--- config.mk ---
export PLATFORM = sky130hd
export DESIGN_NAME = otter_cu_fsm
export DESIGN_NICKNAME = d
export VERILOG_FILES = /design/src/rtl/otter_pkg.sv /design/src/rtl/otter_cu_dcdr.sv /design/src/rtl/otter_cu_fsm.sv
export SDC_FILE = /design/constraint.sdc
export NUM_CORES = 1
export LEC_CHECK = 0
export ABC_AREA = 1
export BUFFER_PORTS_ARGS = -buffer_cell sky130_fd_sc_hd__buf_2
export CAP_MARGIN = 20
export CORE_MARGIN = 5
export CORE_UTILIZATION = 41
export CTS_BUF_LIST = sky130_fd_sc_hd__clkbuf_4
export DETAILED_ROUTE_END_ITERATION = 16
export PLACE_DENSITY_LB_ADDON = 0.05
export SLEW_MARGIN = 20
export SYNTH_ARGS = -nofsm -noshare
export SYNTH_HDL_FRONTEND = slang
export SYNTH_SLANG_ARGS = --single-unit
--- constraint.sdc ---
create_clock -name CLK -period 5.4 [get_ports CLK]
set_clock_uncertainty 0.15 [all_clocks]
set_input_delay 1.62 -clock CLK [delete_from_list [all_inputs] [get_ports CLK]]
set_output_delay 1.62 -clock CLK [all_outputs]
set_load 0.05 [all_outputs]
--- src/rtl/otter_pkg.sv ---
// Shared types and encodings for the OTTER multi-cycle control unit.
package otter_pkg;

  typedef enum logic [6:0] {
    OPC_LOAD   = 7'b0000011,
    OPC_OP_IMM = 7'b0010011,
    OPC_AUIPC  = 7'b0010111,
    OPC_STORE  = 7'b0100011,
    OPC_OP     = 7'b0110011,
    OPC_LUI    = 7'b0110111,
    OPC_BRANCH = 7'b1100011,
    OPC_JALR   = 7'b1100111,
    OPC_JAL    = 7'b1101111
  } opcode_t;

  typedef enum logic [3:0] {
    ALU_ADD   = 4'b0000,
    ALU_SUB   = 4'b0001,
    ALU_OR    = 4'b0010,
    ALU_AND   = 4'b0011,
    ALU_XOR   = 4'b0100,
    ALU_SRL   = 4'b0101,
    ALU_SLL   = 4'b0110,
    ALU_SRA   = 4'b0111,
    ALU_SLT   = 4'b1000,
    ALU_SLTU  = 4'b1001,
    ALU_COPYA = 4'b1010
  } alu_fun_t;

  typedef enum logic [1:0] {
    ST_FETCH = 2'd0,
    ST_EXEC  = 2'd1,
    ST_WB    = 2'd2,
    ST_INTR  = 2'd3
  } state_t;

  localparam logic [2:0] PC_SRC_NEXT   = 3'd0;
  localparam logic [2:0] PC_SRC_JALR   = 3'd1;
  localparam logic [2:0] PC_SRC_BRANCH = 3'd2;
  localparam logic [2:0] PC_SRC_JAL    = 3'd3;
  localparam logic [2:0] PC_SRC_INTR   = 3'd4;

  localparam logic [1:0] RF_SEL_PC4 = 2'd0;
  localparam logic [1:0] RF_SEL_MEM = 2'd2;
  localparam logic [1:0] RF_SEL_ALU = 2'd3;

  localparam logic [1:0] SRCB_RS2  = 2'd0;
  localparam logic [1:0] SRCB_IIMM = 2'd1;
  localparam logic [1:0] SRCB_SIMM = 2'd2;
  localparam logic [1:0] SRCB_PC   = 2'd3;

  // Register and immediate ALU ops share the funct3 map; only the register
  // form may select sub, while both honour ir[30] for arithmetic shift.
  function automatic alu_fun_t alu_from_funct3(input logic [2:0] f3,
                                               input logic alt,
                                               input logic is_reg);
    alu_fun_t res;
    case (f3)
      3'b000:  res = (alt && is_reg) ? ALU_SUB : ALU_ADD;
      3'b001:  res = ALU_SLL;
      3'b010:  res = ALU_SLT;
      3'b011:  res = ALU_SLTU;
      3'b100:  res = ALU_XOR;
      3'b101:  res = alt ? ALU_SRA : ALU_SRL;
      3'b110:  res = ALU_OR;
      default: res = ALU_AND;
    endcase
    return res;
  endfunction

endpackage

--- src/rtl/otter_cu_dcdr.sv ---
// Combinational instruction decoder: ir plus branch flags to ALU op,
// operand selects, PC source, write-back select and instruction class.
module otter_cu_dcdr
  import otter_pkg::*;
(
  input  logic [31:0] ir,
  input  logic        br_eq,
  input  logic        br_lt,
  input  logic        br_ltu,
  output logic [3:0]  alu_fun,
  output logic        alu_srcA,
  output logic [1:0]  alu_srcB,
  output logic [2:0]  pc_source,
  output logic [1:0]  rf_wr_sel,
  output logic        illegal,
  output logic        is_load,
  output logic        is_store,
  output logic        wr_reg
);

  logic [6:0] opcode;
  logic [2:0] funct3;
  logic       alt;
  logic       br_taken;
  logic       unused_ir;

  assign opcode    = ir[6:0];
  assign funct3    = ir[14:12];
  assign alt       = ir[30];
  assign unused_ir = ^{ir[31], ir[29:15], ir[11:7]};

  // Branch condition selected by funct3; undefined encodings never branch.
  always_comb begin
    br_taken = 1'b0;
    case (funct3)
      3'b000:  br_taken = br_eq;
      3'b001:  br_taken = !br_eq;
      3'b100:  br_taken = br_lt;
      3'b101:  br_taken = !br_lt;
      3'b110:  br_taken = br_ltu;
      3'b111:  br_taken = !br_ltu;
      default: br_taken = 1'b0;
    endcase
  end

  // Opcode decode into datapath selects and instruction class flags.
  always_comb begin
    alu_fun   = ALU_ADD;
    alu_srcA  = 1'b0;
    alu_srcB  = SRCB_RS2;
    pc_source = PC_SRC_NEXT;
    rf_wr_sel = RF_SEL_PC4;
    illegal   = 1'b0;
    is_load   = 1'b0;
    is_store  = 1'b0;
    wr_reg    = 1'b0;
    case (opcode)
      OPC_OP: begin
        alu_fun   = alu_from_funct3(funct3, alt, 1'b1);
        rf_wr_sel = RF_SEL_ALU;
        wr_reg    = 1'b1;
      end
      OPC_OP_IMM: begin
        alu_fun   = alu_from_funct3(funct3, alt, 1'b0);
        alu_srcB  = SRCB_IIMM;
        rf_wr_sel = RF_SEL_ALU;
        wr_reg    = 1'b1;
      end
      OPC_LUI: begin
        alu_fun   = ALU_COPYA;
        alu_srcA  = 1'b1;
        rf_wr_sel = RF_SEL_ALU;
        wr_reg    = 1'b1;
      end
      OPC_AUIPC: begin
        alu_srcA  = 1'b1;
        alu_srcB  = SRCB_PC;
        rf_wr_sel = RF_SEL_ALU;
        wr_reg    = 1'b1;
      end
      OPC_LOAD: begin
        alu_srcB  = SRCB_IIMM;
        rf_wr_sel = RF_SEL_MEM;
        is_load   = 1'b1;
      end
      OPC_STORE: begin
        alu_srcB  = SRCB_SIMM;
        is_store  = 1'b1;
      end
      OPC_BRANCH: begin
        pc_source = br_taken ? PC_SRC_BRANCH : PC_SRC_NEXT;
      end
      OPC_JAL: begin
        pc_source = PC_SRC_JAL;
        wr_reg    = 1'b1;
      end
      OPC_JALR: begin
        pc_source = PC_SRC_JALR;
        wr_reg    = 1'b1;
      end
      default: begin
        illegal = 1'b1;
      end
    endcase
  end

endmodule

--- src/rtl/otter_cu_fsm.sv ---
// OTTER multi-cycle control unit: FETCH/EXEC/WB/INTR sequencing and
// strobe gating around the instruction decoder.
module otter_cu_fsm
  import otter_pkg::*;
#(
  parameter logic [31:0] RESET_VEC = 32'h0
)
(
  input  logic        CLK,
  input  logic        RST,
  input  logic [31:0] ir,
  input  logic        br_eq,
  input  logic        br_lt,
  input  logic        br_ltu,
  input  logic        intr,
  output logic        pc_write,
  output logic        reg_write,
  output logic        mem_rden1,
  output logic        mem_rden2,
  output logic        mem_we2,
  output logic [3:0]  alu_fun,
  output logic        alu_srcA,
  output logic [1:0]  alu_srcB,
  output logic [2:0]  pc_source,
  output logic [1:0]  rf_wr_sel,
  output logic        int_taken,
  output logic        illegal
);

  state_t     state_q, state_d;
  logic [3:0] dec_alu_fun;
  logic       dec_srcA;
  logic [1:0] dec_srcB;
  logic [2:0] dec_pc_source;
  logic [1:0] dec_rf_wr_sel;
  logic       dec_illegal;
  logic       dec_is_load;
  logic       dec_is_store;
  logic       dec_wr_reg;
  logic       unused_reset_vec;

  // The reset vector belongs to the PC, not to this block.
  assign unused_reset_vec = ^RESET_VEC;

  otter_cu_dcdr u_dcdr (
    .ir        (ir),
    .br_eq     (br_eq),
    .br_lt     (br_lt),
    .br_ltu    (br_ltu),
    .alu_fun   (dec_alu_fun),
    .alu_srcA  (dec_srcA),
    .alu_srcB  (dec_srcB),
    .pc_source (dec_pc_source),
    .rf_wr_sel (dec_rf_wr_sel),
    .illegal   (dec_illegal),
    .is_load   (dec_is_load),
    .is_store  (dec_is_store),
    .wr_reg    (dec_wr_reg)
  );

  // State register with synchronous reset to FETCH.
  always_ff @(posedge CLK) begin
    if (RST) state_q <= ST_FETCH;
    else     state_q <= state_d;
  end

  // Next state: intr is only looked at in the last cycle of an instruction.
  always_comb begin
    state_d = state_q;
    case (state_q)
      ST_FETCH: state_d = ST_EXEC;
      ST_EXEC:  state_d = dec_is_load ? ST_WB : (intr ? ST_INTR : ST_FETCH);
      ST_WB:    state_d = intr ? ST_INTR : ST_FETCH;
      ST_INTR:  state_d = ST_FETCH;
      default:  state_d = ST_FETCH;
    endcase
  end

  // Outputs: everything low in reset and FETCH selects idle; decode drives
  // the selects in EXEC/WB, INTR forces the interrupt vector.
  always_comb begin
    pc_write  = 1'b0;
    reg_write = 1'b0;
    mem_rden1 = 1'b0;
    mem_rden2 = 1'b0;
    mem_we2   = 1'b0;
    alu_fun   = ALU_ADD;
    alu_srcA  = 1'b0;
    alu_srcB  = SRCB_RS2;
    pc_source = PC_SRC_NEXT;
    rf_wr_sel = RF_SEL_PC4;
    int_taken = 1'b0;
    illegal   = 1'b0;
    if (!RST) begin
      case (state_q)
        ST_FETCH: begin
          mem_rden1 = 1'b1;
        end
        ST_EXEC: begin
          alu_fun   = dec_alu_fun;
          alu_srcA  = dec_srcA;
          alu_srcB  = dec_srcB;
          pc_source = dec_pc_source;
          rf_wr_sel = dec_rf_wr_sel;
          illegal   = dec_illegal;
          mem_rden2 = dec_is_load;
          pc_write  = !dec_is_load;
          reg_write = dec_wr_reg;
          mem_we2   = dec_is_store;
        end
        ST_WB: begin
          alu_fun   = dec_alu_fun;
          alu_srcA  = dec_srcA;
          alu_srcB  = dec_srcB;
          pc_source = dec_pc_source;
          rf_wr_sel = RF_SEL_MEM;
          reg_write = 1'b1;
          pc_write  = 1'b1;
        end
        ST_INTR: begin
          int_taken = 1'b1;
          pc_write  = 1'b1;
          pc_source = PC_SRC_INTR;
        end
        default: begin
          pc_write = 1'b0;
        end
      endcase
    end
  end

endmodule

---- Yosys cells after proc, flatten, opt, wreduce, memory -nomap -nowiden ----
Cells that the tools add are included.
cells by class
  shift-type cells ........................ 0
  mux-type cells .......................... 42
  multipliers ............................. 0
  magnitude comparators ................... 0
  divide/modulo/power cells ............... 0
  add/subtract/negate cells ............... 0
  reduce and logical (&&, ||, !) cells .... 13
  equality and inequality tests ........... 19
  bitwise operators ....................... 0
operators with widths
  cell                count
  $pmux 4 s7          2
  $eq 7x6->1 const B  3
  $eq 7x7->1 const B  3
  $mux 1              20
  $eq 7x5->1 const B  2
  $mux 2              7
  $eq 3x3->1 const B  4
  $pmux 4 s3          1
  $pmux 3 s3          1
  $reduce_or 9->1     1
  $mux 4              2
  $pmux 2 s2          2
  $pmux 2 s4          1
  $reduce_or 2->1     4
  $eq 7x2->1 const B  1
  $eq 3x2->1 const B  2
  $pmux 1 s6          1
  $pmux 2 s3          1
  $pmux 3 s2          1
  $reduce_or 6->1     1
  $eq 2x2->1 const B  2
  $logic_not 1->1     4
  $pmux 1 s2          2
  $reduce_or 4->1     1
  5 further kinds     5
word-level totals
  memory bits (read-only) ................. 0
  logic and storage cells ................. 75
  RAM bits ................................ 0
  register bits ........................... 2
  output and inout port bits .............. 19
  input port bits ......................... 38
  memories kept ........................... 0
  bits in latches ......................... 0

---- Longest topological paths before layout ----
Gate-level depths: netlist of the first run.
  word-level depth ........................ 6
  gate-level depth with buffers ........... 8

---- Modules after synthesis ----
A second synthesis of the first run with hierarchy kept.
second synthesis, totals
  cell total of the unflattened synthesis .. 139
  area total of the unflattened synthesis .. 716.9 µm²
modules (own cells, without submodules)
  module         times used  cells an instance  area each (µm²)
  otter_cu_fsm   1           64                 362.8
  otter_cu_dcdr  1           75                 354.1

---- Worst setup path before layout of the first run ----
Ideal clock, no wire load.
  path kind ............................... input-to-output
  from .................................... input port ir[1]
  to ...................................... output port illegal
  buffers on the path ..................... 0
  required time ........................... 3.630 ns
  stages .................................. 5
  path slack .............................. 0.558 ns
  data arrival time ....................... 3.072 ns
  cells stage by stage .................... nand2_1 > inv_1 > nand3_2 > nand2_1 > nor3_1
between the ends
  word-level cells in the longest chain between the ends .. 5
  elaborated cells on any way between the ends .. 13
  classes of those cells .................. eq/ne (9); mux (3); reduce/logical (1)
RTL lines
  item                                line                 source
  start: declaration                  otter_cu_fsm.sv:11   input logic [31:0] ir,
  $eq 7x7->1 (tied with other cells)  otter_cu_dcdr.sv:57  case (opcode)
  $reduce_or 9->1 (no line) *         --
  $mux 1 *                            otter_cu_dcdr.sv:57
  $mux 1 *                            otter_cu_fsm.sv:95   case (state_q)
  $mux 1 *                            otter_cu_fsm.sv:94   if (!RST) begin
  end: declaration                    otter_cu_fsm.sv:27   output logic illegal
Mark *: on every way between the ends. The rest lies on a longest branch, timed or not.

---- Worst setup path after layout of the first run ----
  from .................................... input port ir[6]
  to ...................................... output port reg_write
between the ends
  word-level cells in the longest chain between the ends .. 5
  elaborated cells on any way between the ends .. 10
  classes of those cells .................. eq/ne (6); mux (3); reduce/logical (1)
RTL lines
  item                                line                 source
  $eq 7x6->1 (tied with other cells)  otter_cu_dcdr.sv:57
  $reduce_or 6->1 (no line) *         --
  $mux 1 *                            otter_cu_dcdr.sv:57
  $pmux 1 s2 *                        otter_cu_fsm.sv:95
  $mux 1 *                            otter_cu_fsm.sv:94
  end: declaration                    otter_cu_fsm.sv:17   output logic reg_write,
Marks and branches as above.

==> run summary, run 1 <==
Tot GR Track Use: 14.7%
most frequent cells after synthesis: inv_1 (20), nand2_1 (19), nor2_1 (12), a21oi_1 (9), nand3_1 (7)
cell taking the most area after synthesis: inv_1
core area: 1450 um^2
share of layout cells above drive strength 1: 38.5%
FFs w/ async S/R, synth: 0%
net count after synthesis: 150
die footprint: 2360 um^2
Tot Pwr: 94.5 uW
relative slew slack: 78.8%
Reg area: 40.0 um^2
initial detailed-routing violation count: 6
Rows: 14
n_diodes: 0
Fin. Hold Viols: 0
Area Growth Syn to Fin: 32.5%
top cell type's share of synthesized area: 12.3%
Main synth FF type: dfxtp_1
Post-DRT Antenna Nets: 0
Hold Buf Count CTS: 0
number of antenna violations at the first check in global routing: 0
YS warnings: 0
period utilization: 83.6%
CTS tree: done
multi-input logic area: 463 um^2
Worst Setup Start Kind: primary input
Biggest register: state_q
crit-path cells: buf_2 > inv_1 > nand2_1 > nor3_1 > nand2_1 > nand2_1 > a21oi_1 > nor2_1 > buf_2
biggest regs: state_q (2)
pre-CTS setup slack: 0.901 ns
Slowest cell on crit path: nor3_1
Detailed Routing Iterations Pass 1: 4
Period minus WS final: 4.51 ns
deepest clock path buffer count: 2
gpl congestion: 0.873
die width: 48.6 um
max reg flops: 2
Avg Vias per Cell: 4.92
post-synthesis sequential area ratio: 6.54%
Initial Util: 42.1%
GRT overflow: 0
Most common cell on crit path: nand2_1
Setup TNS Final: 0 ns
area of the mapped netlist: 612 um^2
final WL: 1.70 mm
Leak Pwr: 0.000474 uW
input/output buffers: 35
Final Setup Violations: 0
Data arrival, critical path: 2.74 ns
largest net degree at the start of global routing: 10
top cells by area, synth: inv_1 (12%), nand2_1 (12%), ha_1 (10%)
critical path class: primary input to primary output
Synth Instances: 107
clk slew on worst S/H paths: 0.03 ns
number of global-route vias before repair: 702
Pwr Density: 117 nW/um^2
Max Clk Rate: 222 MHz
H-tree depth: 1
Worst Tran Pin Value: 0.315 ns
maximum VDD drop: 0.000144 V
worst setup margin: 0.888 ns
clock latency on the worst-skew pair: 0.22 ns
fin nets: 188
DP HPWL: 1.49 mm
number of flops mapped to enable cells by yosys: 0
fillers: 171
CP peak stage delay: 0.26 ns
Root Driver: clkbuf_4
die height: 48.6 um
WL/cell: 10.7 um
first-pass GRT wire length: 2.99 mm
Vias: 783
crit end category: primary output
worst endpoint required time: 3.63 ns
number of synthesized register bits: 2
Avg Inst Size Synth: 5.72 um^2
setup repair after global routing missed its margin: false
Sink Count: 2
library cells used by synthesis: 24
top-count cell post-synth: inv_1
hold slack: 0.646 ns
Final Max Tran Viols: 0
post-CTS setup buffers: 0
hold crit path type: register to register
drc violations: 0
CTS Buf Count: 3
post-CTS resize count: 0
I/O pins: 57
status: completed
crit path max fanout: 4
max-cap check violation count: 0
## path summary, 6_finish.rpt
kind,cells past startpoint,start,to,slack [ns]
max,9,ir[6],reg_write,0.89
min reg2reg,3,state_q[0]$_SDFF_PP0_,state_q[0]$_SDFF_PP0_,0.65
max reg2reg,6,state_q[1]$_SDFF_PP0_,state_q[1]$_SDFF_PP0_,4.08
min,3,state_q[0]$_SDFF_PP0_,state_q[0]$_SDFF_PP0_,0.65
## per-stage QoR
step | util (%) | area [um^2] | cells
2_1_floorplan | - | 612 | 107
4_1_cts | 55.8 | 811 | 159
3_3_place_gp | 54.2 | 788 | 156
6_report | 55.8 | 811 | 159
3_5_place_dp | 54.2 | 788 | 156
5_1_grt | 55.8 | 811 | 159
## power by group
part / total, uW / internal (uW) / switching [uW]
combinational: 46.5 / 14.5 / 32.0
sequential: 16.6 / 15.9 / 0.745
clock: 31.4 / 24.4 / 7.02
## cell families (layout without fill, tap and decap cells)
kind of cell | after synthesis | after routing | synth area share, %
fa+ha+maj | 5 | 5 | 10.2
compound gates | 18 | 18 | 18.4
flops | 2 | 2 | 6.54
buf+inv | 26 | 62 | 17.8
simple gates | 56 | 56 | 47.0
## final cells by class
type                    count  share of cell area [%]
multi-input cells          79                    57.1
clock buffers               3                    2.78
flip-flops and latches      2                    4.94
well taps                  16                    2.47
inverters                  24                    11.1
repair buffers             35                    21.6
## critical path, delay by kind of cell
| kind | cells | cell delay [ns] |
|---|---|---|
| AOI/OAI and AO/OA | 1 | 0.04 |
| buffers and inverters | 3 | 0.45 |
| and+or+nand+nor | 5 | 0.62 |
## placed cells by master, fill, tap and decap left out
master	instances
buf_2	35
o21ai_1	3
a211oi_2	1
nand3b_1	1
nor3_1	4
nor2_2	2
clkbuf_4	3
a31oi_1	1
nand2_1	19
nor2_1	12
nand3_1	7
inv_2	4
nand4_1	3
nand2_2	4
a21oi_1	9
a21oi_2	1
inv_1	20
ha_1	5
nand3_2	2
o21ai_0	1
nor3_4	2
a211oi_1	1
dfxtp_1	2
o31ai_2	1
## layer usage
metal	GRT usage (%)	vias to the layer above	wire, um
met5	0	-	0
met4	4.04	0	0
met3	3.37	0	123
met2	24.3	23	821
met1	18.9	341	751
li1	-	419	-
Power figures use the tool's default switching activity.
==> inputs of run 2 (changes only) <==
Settings changed: ABC_AREA 1 to 0, CORE_UTILIZATION 41 to 35.
Clock period 5.4 ns to 4.6 ns, I/O delays scaled along.
==> run summary, run 2 <==
status: completed
I/O pins: 57
gpl congestion: 0.743
DP HPWL: 1.26 mm
largest net degree at the start of global routing: 13
Sink Count: 2
Data arrival, critical path: 2.81 ns
hold crit path type: register to register
clock share of power: 33.0%
Post-DRT Antenna Nets: 0
delay-heaviest family, CP: simple AND/OR/NAND/NOR gates
Fin. Hold Viols: 0
max-cap check violation count: 0
biggest regs: state_q (2)
Gate power share: 49.4%
initial detailed-routing violation count: 6
sw frac: 41.5%
Area Growth Syn to Fin: 36.3%
GRT overflow: 0
CTS Buf Count: 3
maximum VDD drop: 0.000157 V
placed cell area: 714 um^2
crit end category: primary output
Reg area: 40.0 um^2
hold-critical path endpoint: state_q[0]$_SDFF_PP0_
Avg Inst Size Synth: 7.11 um^2
Worst R2R Setup Slack: 3.36 ns
number of synthesized register bits: 2
die width: 49.3 um
final WL: 1.55 mm
top-count cell post-synth: nor2_1
drc violations: 0
Max Clk Rate: 230 MHz
Leak Pwr: 0.000362 uW
Vias: 654
Sw Pwr: 47.4 uW
number of global-route vias before repair: 621
relative slew slack: 71.5%
Pwr Density: 155 nW/um^2
Avg Vias per Cell: 5.19
first-pass GRT wire length: 2.74 mm
library cells used by synthesis: 35
post-CTS resize count: 0
hold slack: 0.629 ns
Worst Setup Start Kind: primary input
core area: 1490 um^2
Synth Instances: 76
share of layout cells above drive strength 1: 40.0%
fillers: 174
Root Driver: clkbuf_4
number of antenna violations at the first check in global routing: 0
most frequent cells in the layout: buf_2 (35), nor2_1 (9), inv_1 (8)
n_diodes: 0
CTS tree: done
Tot GR Track Use: 13.5%
FFs w/ async S/R, synth: 0%
cell taking the most area after synthesis: ha_1
crit path max fanout: 6
worst endpoint required time: 3.07 ns
clock latency on the worst-skew pair: 0.22 ns
multi-input logic area: 449 um^2
Biggest register: state_q
top cell type's share of synthesized area: 11.6%
Period minus WS final: 4.34 ns
Worst Reg-to-Reg Cells: 4
Initial Util: 36.3%
Reg-to-Reg End: state_q[1]$_SDFF_PP0_
setup repair after global routing missed its margin: false
Most common cell on crit path: buf_2
clk slew on worst S/H paths: 0.03 ns
CP peak stage delay: 0.37 ns
CP Buf/Inv Count: 2
area of the mapped netlist: 541 um^2
Final Setup Violations: 0
YS warnings: 0
Main synth FF type: dfxtp_1
net count after synthesis: 119
Detailed Routing Iterations Pass 1: 4
most frequent cells after synthesis: nor2_1 (9), inv_1 (8), a21oi_1 (6), nand2_1 (6), ha_1 (5)
min-delay src: state_q[1]$_SDFF_PP0_
Seq pwr share: 17.6%
Slowest cell on crit path: and4bb_4
Hold Buf Count CTS: 0
input/output buffers: 35
period utilization: 94.3%
fin nets: 155
number of flops mapped to enable cells by yosys: 0
Final Max Tran Viols: 0
die footprint: 2430 um^2
max reg flops: 2
deepest clock path buffer count: 2
top cells by area, synth: ha_1 (12%), dfxtp_1 (7.4%), nor2_1 (6.3%)
commonest non-fill, non-tap cell in the layout: buf_2
Rows: 14
crit-path cells: buf_2 > and4bb_4 > nand2_2 > or2_1 > nor4_4 > buf_2
post-synthesis sequential area ratio: 7.41%
die height: 49.3 um
fin area: 737 um^2
P_int: 66.8 uW
post-CTS setup buffers: 0
H-tree depth: 1
WL/cell: 12.3 um
worst r2r src: state_q[1]$_SDFF_PP0_
critical path class: primary input to primary output
Worst Tran Pin Value: 0.421 ns
Hold Path Stages: 3
## run 2: how the worst max path moves through the flow
stage / to / slack, ns / cells past startpoint / from
2_1_floorplan: mem_rden2 / -0.32 / 3 / ir[2]
3_3_place_gp: alu_fun[2] / 0.27 / 6 / ir[6]
3_5_place_dp: alu_fun[2] / 0.27 / 6 / ir[6]
4_1_cts: alu_fun[2] / 0.26 / 6 / ir[6]
5_1_grt: alu_fun[2] / 0.19 / 6 / ir[6]
6_report: alu_fun[2] / 0.26 / 6 / ir[6]
## run 2: layout make-up
cell class                      instances  area share [%]
Multi-Input combinational cell         62            61.0
Timing Repair Buffer                   35            23.8
Sequential cell                         2            5.43
Inverter                                8            4.07
Clock buffer                            3            3.06
Tap cell                               16            2.72
## run 2: routing by layer
metal | share of wire, % | wire [um] | vias up | global-route usage, %
met5 | 0 | 0 | - | 0
met4 | 0 | 0 | 0 | 4.93
met3 | 8.4 | 131 | 0 | 4.28
met2 | 40 | 622 | 30 | 18.7
met1 | 52 | 801 | 279 | 19.2
li1 | - | - | 345 | -
## run 2: worst reg2reg max path, stage by stage (launching register included)
cell and delay [ns]:
dfxtp_1 0.31, inv_1 0.09, ha_1 0.26, o21ai_0 0.11, a211oi_1 0.23
## run 2: power groups by stage
stage	Clock [uW]	Combinational (uW)	Sequential, uW
after global routing	41.1	63.3	20.4
after global placement	0	56.3	20.3
after detailed placement	0	56.4	20.3
final	37.7	56.4	20.1
after CTS	37.9	56.7	20.1
after floorplan	0	37.8	20.1
## run 2: kinds of logic after synthesis
family,Yosys count,share of synthesized area [%]
compound gates,20,27.1
fa+ha+maj,5,11.6
mux,1,1.85
simple gates,34,38.2
buf+inv,12,10.6
xor+xnor,2,3.24
flops,2,7.41
## run 2: per-stage QoR
step / std cells / total power (uW) / setup slack, ns / TNS [ns] / util, %
5_1_grt: 126 / 125 / 0.190 / 0 / 49.5
2_1_floorplan: 76 / 58.0 / -0.324 / -0.743 / -
4_1_cts: 126 / 115 / 0.264 / 0 / 49.5
6_report: 126 / 114 / 0.261 / 0 / 49.5
3_3_place_gp: 123 / 76.6 / 0.271 / 0 / 48.0
3_5_place_dp: 123 / 76.7 / 0.270 / 0 / 48.0
